<file path="config.mk">
export PLATFORM = sky130hd
export DESIGN_NAME = led_chain_controller
export DESIGN_NICKNAME = d
export VERILOG_FILES = /design/src/rtl/led_chain_controller_pkg.sv /design/src/rtl/led_chain_controller_gs_timer.sv /design/src/rtl/led_chain_controller.sv
export SDC_FILE = /design/constraint.sdc
export NUM_CORES = 2
export LEC_CHECK = 0
export BUFFER_PORTS_ARGS = -buffer_cell sky130_fd_sc_hd__buf_2
export CAP_MARGIN = 30
export CORE_UTILIZATION = 35
export CTS_BUF_LIST = sky130_fd_sc_hd__clkbuf_4
export DETAILED_ROUTE_END_ITERATION = 10
export HOLD_SLACK_MARGIN = 0.02
export PLACE_DENSITY = 0.48
export REMOVE_ABC_BUFFERS = 1
export SYNTH_ARGS = -nofsm -noshare
export SYNTH_HDL_FRONTEND = slang
export SYNTH_SLANG_ARGS = --single-unit
</file>
<file path="constraint.sdc">
create_clock -name clk -period 4.9 [get_ports clk]
set_clock_uncertainty 0.2 [all_clocks]
set_input_delay 0.245 -clock clk [delete_from_list [all_inputs] [get_ports clk]]
set_output_delay 0.245 -clock clk [all_outputs]
set_load 0.01 [all_outputs]
</file>
<file path="src/rtl/led_chain_controller_pkg.sv">
// Shared opcodes, FSM state encoding and instruction layout for the LED chain controller.
package led_chain_controller_pkg;

    typedef enum logic [7:0] {
        OP_NOP       = 8'h00,
        OP_SELECT    = 8'h01,
        OP_WRITE_CH  = 8'h02,
        OP_WRITE_ALL = 8'h03,
        OP_UPDATE    = 8'h04
    } opcode_e;

    typedef enum logic [3:0] {
        ST_IDLE     = 4'd0,
        ST_SHIFT_LO = 4'd1,
        ST_SHIFT_HI = 4'd2,
        ST_LATCH    = 4'd3,
        ST_DONE     = 4'd4
    } state_e;

    // Instruction word: [31:24] opcode, [23:16] arg, [15:0] data.
    typedef struct packed {
        logic [7:0]  opcode;
        logic [7:0]  arg;
        logic [15:0] data;
    } instr_t;

    // Index width that stays legal (>=1 bit) when a dimension has a single entry.
    function automatic int idx_width(input int n);
        return (n > 1) ? $clog2(n) : 1;
    endfunction

endpackage

</file>
<file path="src/rtl/led_chain_controller_gs_timer.sv">
// Grayscale timebase: free-running gsclk with a one-period blank pulse after every
// 2^GS_BITS gsclk rising edges; can be frozen with blank forced high, or restarted.
module led_chain_controller_gs_timer
    import led_chain_controller_pkg::*;
#(
    parameter int GS_BITS   = 12,
    parameter int GSCLK_DIV = 2
) (
    input  logic clk,
    input  logic rst_n,
    input  logic restart,
    input  logic force_blank,
    output logic gsclk,
    output logic blank
);

    localparam int DIV_W = idx_width(GSCLK_DIV);
    localparam int CNT_W = GS_BITS + 1;
    localparam logic [CNT_W-1:0] FULL_COUNT = {1'b1, {GS_BITS{1'b0}}};

    logic [DIV_W-1:0] div_q, div_d;
    logic [CNT_W-1:0] cnt_q, cnt_d;
    logic             gsclk_q, gsclk_d;
    logic             blank_q, blank_d;
    logic             half_q, half_d;
    logic             tick;

    always_comb begin
        div_d   = div_q;
        cnt_d   = cnt_q;
        gsclk_d = gsclk_q;
        blank_d = blank_q;
        half_d  = half_q;
        tick    = (div_q == DIV_W'(GSCLK_DIV - 1));

        if (restart) begin
            div_d   = '0;
            cnt_d   = '0;
            gsclk_d = 1'b0;
            blank_d = 1'b0;
            half_d  = 1'b0;
        end else if (force_blank) begin
            blank_d = 1'b1;
            gsclk_d = 1'b0;
        end else if (tick) begin
            div_d = '0;
            if (blank_q) begin
                // Blank spans two half-periods, i.e. one full gsclk period.
                if (half_q) begin
                    blank_d = 1'b0;
                    half_d  = 1'b0;
                    cnt_d   = '0;
                end else begin
                    half_d = 1'b1;
                end
            end else if (!gsclk_q) begin
                gsclk_d = 1'b1;
                cnt_d   = cnt_q + 1'b1;
            end else begin
                gsclk_d = 1'b0;
                if (cnt_q == FULL_COUNT) begin
                    blank_d = 1'b1;
                    half_d  = 1'b0;
                end
            end
        end else begin
            div_d = div_q + 1'b1;
        end
    end

    always_ff @(posedge clk) begin
        if (!rst_n) begin
            div_q   <= '0;
            cnt_q   <= '0;
            gsclk_q <= 1'b0;
            blank_q <= 1'b0;
            half_q  <= 1'b0;
        end else begin
            div_q   <= div_d;
            cnt_q   <= cnt_d;
            gsclk_q <= gsclk_d;
            blank_q <= blank_d;
            half_q  <= half_d;
        end
    end

    assign gsclk = gsclk_q;
    assign blank = blank_q;

endmodule

</file>
<file path="src/rtl/led_chain_controller.sv">
// Multi-chain LED driver controller: instruction decode, grayscale shadow array,
// parallel MSB-first shift-out with per-chain latch, and the shared grayscale timebase.
module led_chain_controller
    import led_chain_controller_pkg::*;
#(
    parameter int NUM_CHAINS   = 4,
    parameter int CH_PER_CHAIN = 16,
    parameter int GS_BITS      = 12,
    parameter int SCLK_DIV     = 2,
    parameter int GSCLK_DIV    = 2,
    parameter int LAT_CYCLES   = 2
) (
    input  logic                  clk,
    input  logic                  rst_n,
    input  logic [31:0]           instruction,
    input  logic                  instr_valid,
    output logic                  instr_ready,
    output logic [NUM_CHAINS-1:0] serial,
    output logic                  sclk,
    output logic [NUM_CHAINS-1:0] lat,
    output logic                  gsclk,
    output logic                  blank,
    output logic [3:0]            state,
    output logic                  err
);

    localparam int CHAIN_W = idx_width(NUM_CHAINS);
    localparam int CH_W    = idx_width(CH_PER_CHAIN);
    localparam int GS_W    = idx_width(GS_BITS);
    localparam int SDIV_W  = idx_width(SCLK_DIV);
    localparam int LAT_W   = idx_width(LAT_CYCLES);

    typedef logic [CH_PER_CHAIN-1:0][GS_BITS-1:0] chain_shadow_t;

    instr_t ins;
    assign ins = instruction;

    state_e                          state_q, state_d;
    logic [CHAIN_W-1:0]              sel_q, sel_d;
    logic [NUM_CHAINS-1:0]           mask_q, mask_d;
    logic [CH_W-1:0]                 ch_q, ch_d;
    logic [GS_W-1:0]                 gbit_q, gbit_d;
    logic [SDIV_W-1:0]               div_q, div_d;
    logic [LAT_W-1:0]                lat_cnt_q, lat_cnt_d;
    logic [NUM_CHAINS-1:0]           serial_q, serial_d;
    logic                            sclk_q, sclk_d;
    logic [NUM_CHAINS-1:0]           lat_q, lat_d;
    logic                            err_q, err_d;
    chain_shadow_t [NUM_CHAINS-1:0]  shadow_q, shadow_d;
    logic                            load_bit;
    logic                            mask_bad;
    logic                            unused_data;

    assign unused_data = ^ins.data;

    assign mask_bad = (ins.arg[NUM_CHAINS-1:0] == '0) || ((32'(ins.arg) >> NUM_CHAINS) != 32'd0);

    always_comb begin
        // NOTE: every _d variable is defaulted to its _q first, so no branch leaves one
        // unassigned -- a missing default here would infer a latch.
        state_d   = state_q;
        sel_d     = sel_q;
        mask_d    = mask_q;
        ch_d      = ch_q;
        gbit_d    = gbit_q;
        div_d     = div_q;
        lat_cnt_d = lat_cnt_q;
        serial_d  = serial_q;
        sclk_d    = sclk_q;
        lat_d     = lat_q;
        err_d     = 1'b0;
        shadow_d  = shadow_q;
        load_bit  = 1'b0;

        case (state_q)
            ST_IDLE: begin
                if (instr_valid) begin
                    case (ins.opcode)
                        OP_NOP: ;
                        OP_SELECT: begin
                            if (32'(ins.arg) < NUM_CHAINS) sel_d = ins.arg[CHAIN_W-1:0];
                            else                           err_d = 1'b1;
                        end
                        OP_WRITE_CH: begin
                            if (32'(ins.arg) < CH_PER_CHAIN)
                                shadow_d[sel_q][ins.arg[CH_W-1:0]] = ins.data[GS_BITS-1:0];
                            else
                                err_d = 1'b1;
                        end
                        OP_WRITE_ALL: begin
                            for (int k = 0; k < CH_PER_CHAIN; k++)
                                shadow_d[sel_q][k] = ins.data[GS_BITS-1:0];
                        end
                        OP_UPDATE: begin
                            if (mask_bad) begin
                                err_d = 1'b1;
                            end else begin
                                state_d  = ST_SHIFT_LO;
                                mask_d   = ins.arg[NUM_CHAINS-1:0];
                                ch_d     = CH_W'(CH_PER_CHAIN - 1);
                                gbit_d   = GS_W'(GS_BITS - 1);
                                div_d    = '0;
                                sclk_d   = 1'b0;
                                load_bit = 1'b1;
                            end
                        end
                        default: err_d = 1'b1;
                    endcase
                end
            end
            ST_SHIFT_LO: begin
                if (div_q == SDIV_W'(SCLK_DIV - 1)) begin
                    state_d = ST_SHIFT_HI;
                    div_d   = '0;
                    sclk_d  = 1'b1;
                end else begin
                    div_d = div_q + 1'b1;
                end
            end
            ST_SHIFT_HI: begin
                if (div_q == SDIV_W'(SCLK_DIV - 1)) begin
                    div_d  = '0;
                    sclk_d = 1'b0;
                    if (ch_q == '0 && gbit_q == '0) begin
                        state_d   = ST_LATCH;
                        serial_d  = '0;
                        lat_d     = mask_q;
                        lat_cnt_d = '0;
                    end else begin
                        state_d  = ST_SHIFT_LO;
                        load_bit = 1'b1;
                        if (gbit_q == '0) begin
                            gbit_d = GS_W'(GS_BITS - 1);
                            ch_d   = ch_q - 1'b1;
                        end else begin
                            gbit_d = gbit_q - 1'b1;
                        end
                    end
                end else begin
                    div_d = div_q + 1'b1;
                end
            end
            ST_LATCH: begin
                if (lat_cnt_q == LAT_W'(LAT_CYCLES - 1)) begin
                    state_d = ST_DONE;
                    lat_d   = '0;
                end else begin
                    lat_cnt_d = lat_cnt_q + 1'b1;
                end
            end
            ST_DONE:  state_d = ST_IDLE;
            default:  state_d = ST_IDLE;
        endcase

        // Serial only changes on entry to SHIFT_LO, so it is stable across the sclk rise.
        if (load_bit) begin
            for (int c = 0; c < NUM_CHAINS; c++)
                serial_d[c] = mask_d[c] & shadow_q[c][ch_d][gbit_d];
        end
    end

    // NOTE: reset is synchronous; the shadow array is cleared with everything else
    // because the drivers must read back zeros after reset.
    always_ff @(posedge clk) begin
        if (!rst_n) begin
            state_q   <= ST_IDLE;
            sel_q     <= '0;
            mask_q    <= '0;
            ch_q      <= '0;
            gbit_q    <= '0;
            div_q     <= '0;
            lat_cnt_q <= '0;
            serial_q  <= '0;
            sclk_q    <= 1'b0;
            lat_q     <= '0;
            err_q     <= 1'b0;
            shadow_q  <= '0;
        end else begin
            // NOTE: non-blocking assignments so every flop samples the pre-edge _d values.
            state_q   <= state_d;
            sel_q     <= sel_d;
            mask_q    <= mask_d;
            ch_q      <= ch_d;
            gbit_q    <= gbit_d;
            div_q     <= div_d;
            lat_cnt_q <= lat_cnt_d;
            serial_q  <= serial_d;
            sclk_q    <= sclk_d;
            lat_q     <= lat_d;
            err_q     <= err_d;
            shadow_q  <= shadow_d;
        end
    end

    // Timebase is frozen with blank high through LATCH and restarted from zero in DONE.
    led_chain_controller_gs_timer #(
        .GS_BITS   (GS_BITS),
        .GSCLK_DIV (GSCLK_DIV)
    ) u_gs_timer (
        .clk         (clk),
        .rst_n       (rst_n),
        .restart     (state_d == ST_DONE),
        .force_blank (state_d == ST_LATCH),
        .gsclk       (gsclk),
        .blank       (blank)
    );

    assign instr_ready = (state_q == ST_IDLE);
    assign serial      = serial_q;
    assign sclk        = sclk_q;
    assign lat         = lat_q;
    assign state       = state_q;
    assign err         = err_q;

endmodule

</file>
==> impl_metrics.json <==
{
  "status": "completed",
  "route.vias.total": 32183,
  "yosysTopAreaCellShare": 0.441,
  "reg2reg_slack_ns": 0.41,
  "rsz0062_at_grt": "no",
  "clock-sinks": 815,
  "setup_viol": 0,
  "ant_nets": 0,
  "cp_max_fo": 31,
  "seq_area_frac_synth": 0.441,
  "start_util": 0.355,
  "rows": 118,
  "io_pins": 52,
  "cp.required_ns": 5.75,
  "io_buffers": 47,
  "slew_headroom": 0.287,
  "antenna_found_initial": 4,
  "hold_path_depth": 4,
  "ys_ff_latch": 815,
  "max_stage_delay_ns": 0.64,
  "hp-start": "instruction[8]",
  "worst_pin_slew_ns": 1.07,
  "rr_endpoint": "serial[2]",
  "cts_buffer_depth": 3,
  "hp-class": "in -> reg",
  "reg2regPathDepth": 13,
  "critical_path.endpoint_type": "flop",
  "wire_per_inst_um": 22.7,
  "cts_setup_buffers": 0,
  "finalWorstSetupSlack_ns": 0.414,
  "hold_viol": 0,
  "start_kind": "flop",
  "dp_slack_ns": 0.384,
  "grt_first_pass_wirelength_mm": 204,
  "yosysWarnings": 0,
  "drt-pass1-iter-count": 8,
  "drt-total-wl_mm": 137,
  "via_per_inst": 5.33,
  "hold_end": "shadow_q[392]",
  "clkTransAtPathRegs_ns": 0.07,
  "synthDistinctLibCells": 83,
  "drive_above_1_share": 0.138,
  "cts_tree": "yes",
  "slowest_stage": "dfxtp_1",
  "grt_max_degree": 137,
  "synthArstFlopShare": 0,
  "power_uw": 13200,
  "cts_made_buffers": 224,
  "peakVddDrop_uv": 184,
  "grt_use_total": 0.252,
  "hold_slack_ns": 0.115,
  "yosys-top-cells-area": "dfxtp_1 (44%), mux2i_1 (22%), nor2_1 (8.9%)",
  "fp.dieArea_sq_um": 107000,
  "fmax_mhz": 223,
  "post-synth-top-area-cell": "dfxtp_1",
  "maxCapViolCount": 0,
  "ys.flop_type": "dfxtp_1",
  "fin_crit_ns": 4.49,
  "chipWidth_um": 327,
  "power.density_nw_per_um2": 309,
  "first_global_vias": 30512,
  "slew_violations": 0,
  "synth_edf_count": 0,
  "fp.dieH_um": 327,
  "drt_iter0_markers": 3075,
  "place_congestion": 0.886,
  "worst_ep_arrival_time_ns": 5.33,
  "criticalPathCategory": "reg -> reg",
  "drc": 0,
  "r2r_start": "state[0]",
  "clock_latency_ns": 1.17,
  "core_sq_um": 104000,
  "fin_nets": 4530,
  "synthCells": 4351,
  "area_delta_synth_final_pct": 15.2,
  "syn_area_per_cell_sq_um": 8.50,
  "htree_levels": 4,
  "leakagePower_uw": 0.0149,
  "hpwlAfterDp_mm": 84.1,
  "grt_overflow": 0,
  "root_buffer": "clkbuf_4",
  "syn_area_sq_um": 37000,
  "critical_path.cell_chain": "nor3_2 > and4_1 > dlygate4sd3_1 > nand2_2 > buf_12 > nand2_1 > nor3_1 > buf_4 > o21ai_0 > a31oi_1 > nor4_1 > a2111oi_0 > a32o_1",
  "finalCritPeriodShare": 0.916
}
## per-layer routing
layer | vias to the layer above | share of wire | track usage
li1 | 15284 | - | -
met1 | 15636 | 0.48 | 0.360
met2 | 1077 | 0.43 | 0.382
met3 | 186 | 0.069 | 0.0488
met4 | 0 | 0.022 | 0.0735
met5 | - | 0 | 0
## cell usage after synthesis (8+ instances only)
| cell type | instances |
|---|---|
| a211oi_1 | 33 |
| a21boi_0 | 9 |
| a21oi_1 | 130 |
| a22oi_1 | 9 |
| a311oi_1 | 8 |
| a31oi_1 | 62 |
| a32oi_1 | 12 |
| and3_1 | 29 |
| buf_1 | 62 |
| buf_2 | 64 |
| buf_4 | 15 |
| clkbuf_1 | 241 |
| dfxtp_1 | 815 |
| inv_1 | 12 |
| mux2_2 | 9 |
| mux2i_1 | 813 |
| nand2_1 | 607 |
| nand3_1 | 212 |
| nand4_1 | 25 |
| nor2_1 | 872 |
| nor3_1 | 39 |
| nor4_1 | 22 |
| o21ai_0 | 43 |
| o221ai_1 | 16 |
| o22ai_1 | 27 |
| o32ai_1 | 9 |
| or2_2 | 9 |
| or3_1 | 8 |
| xor2_1 | 9 |
## logic make-up (layout without fill, tap and decap cells)
family | after synthesis | count (layout) | share of synthesized area
xor+xnor | 13 | 13 | 0.00308
fa+ha+maj | 5 | 5 | 0.00169
simple gates | 1870 | 1870 | 0.210
other cells | 1 | 7 | 0.000101
buf+inv | 401 | 703 | 0.0454
flops | 815 | 815 | 0.441
compound gates | 423 | 423 | 0.0753
mux | 823 | 823 | 0.223
## placed cells by master, fill, tap and decap left out, types with 12 or more instances in the layout
cell type / instances
buf_4: 169
clkinv_1: 39
nand3_1: 212
dlygate4sd3_1: 58
a21oi_1: 130
a211oi_1: 32
buf_2: 47
buf_12: 26
and3_1: 29
dfxtp_1: 815
nor3_1: 37
nor4_1: 22
clkbuf_4: 332
nand4_1: 25
nand2_1: 605
a31oi_1: 62
o21ai_0: 41
a32oi_1: 12
o22ai_1: 27
nor2_1: 866
inv_1: 12
mux2i_1: 813
o221ai_1: 16
## critical path: cells and delay by family (launching register included)
kind / cells / cell delay (ns)
buffers and inverters: 3 / 1.14
AND/OR/NAND/NOR: 6 / 1.40
flip-flops: 1 / 0.64
AO/OA/AOI/OAI: 4 / 0.99
## sequential cells by signal (all words and copies together), names as in the netlist, 2 cells and up
register          count
u_gs_timer.cnt_q     13
serial                4
shadow_q            768
ch_q                  4
lat                   4
mask_q                4
state                 4
gbit_q                4
sel_q                 2
## power breakdown
part | internal [uW] | leakage [uW] | switching, uW | total (uW)
clock | 3150 | 0.00167 | 3010 | 6160
sequential | 6630 | 0.00656 | 3.60 | 6630
combinational | 81.8 | 0.00664 | 313 | 395
total | 9860 | 0.0149 | 3330 | 13200
## cell type report
type | instances | area, sq um
diodes | 6 | 15.0
flip-flops and latches | 815 | 16300
clock inverters | 57 | 318
clock buffers | 332 | 2490
multi-input cells | 3135 | 19100
fillers | 10785 | 61500
repair buffers | 301 | 2620
inverters | 13 | 56.3
well taps | 1380 | 1730
## how the worst max path moves through the flow
stage	start	end	slack, ns	depth (start not counted)
3_3_place_gp	instruction[21]	serial[2]	0.29	12
2_1_floorplan	gbit_q[0]	serial[2]	-16.34	12
5_1_grt	state[0]	u_gs_timer.cnt_q[7]	0.1	12
6_report	state[0]	serial[2]	0.41	13
4_1_cts	state[0]	serial[2]	0.33	12
3_5_place_dp	instruction[21]	serial[2]	0.38	12
## metrics by stage
step	TNS (ns)	instance area, sq um	cells	utilization
final	0	42600	6039	0.409
after global routing	0	42600	6036	0.409
after global placement	0	39100	5583	0.376
after detailed placement	0	39100	5584	0.376
after floorplan	-1640.19	35300	3963	-
after CTS	0	42500	6030	0.409
## what timing repair did
action	in CTS	in global routing
hold buffers	57	1
hold endpoints to repair	813	12
setup endpoints to repair	0	2
resized for setup	0	1
No activity file was read; power rests on OpenSTA's default activity.
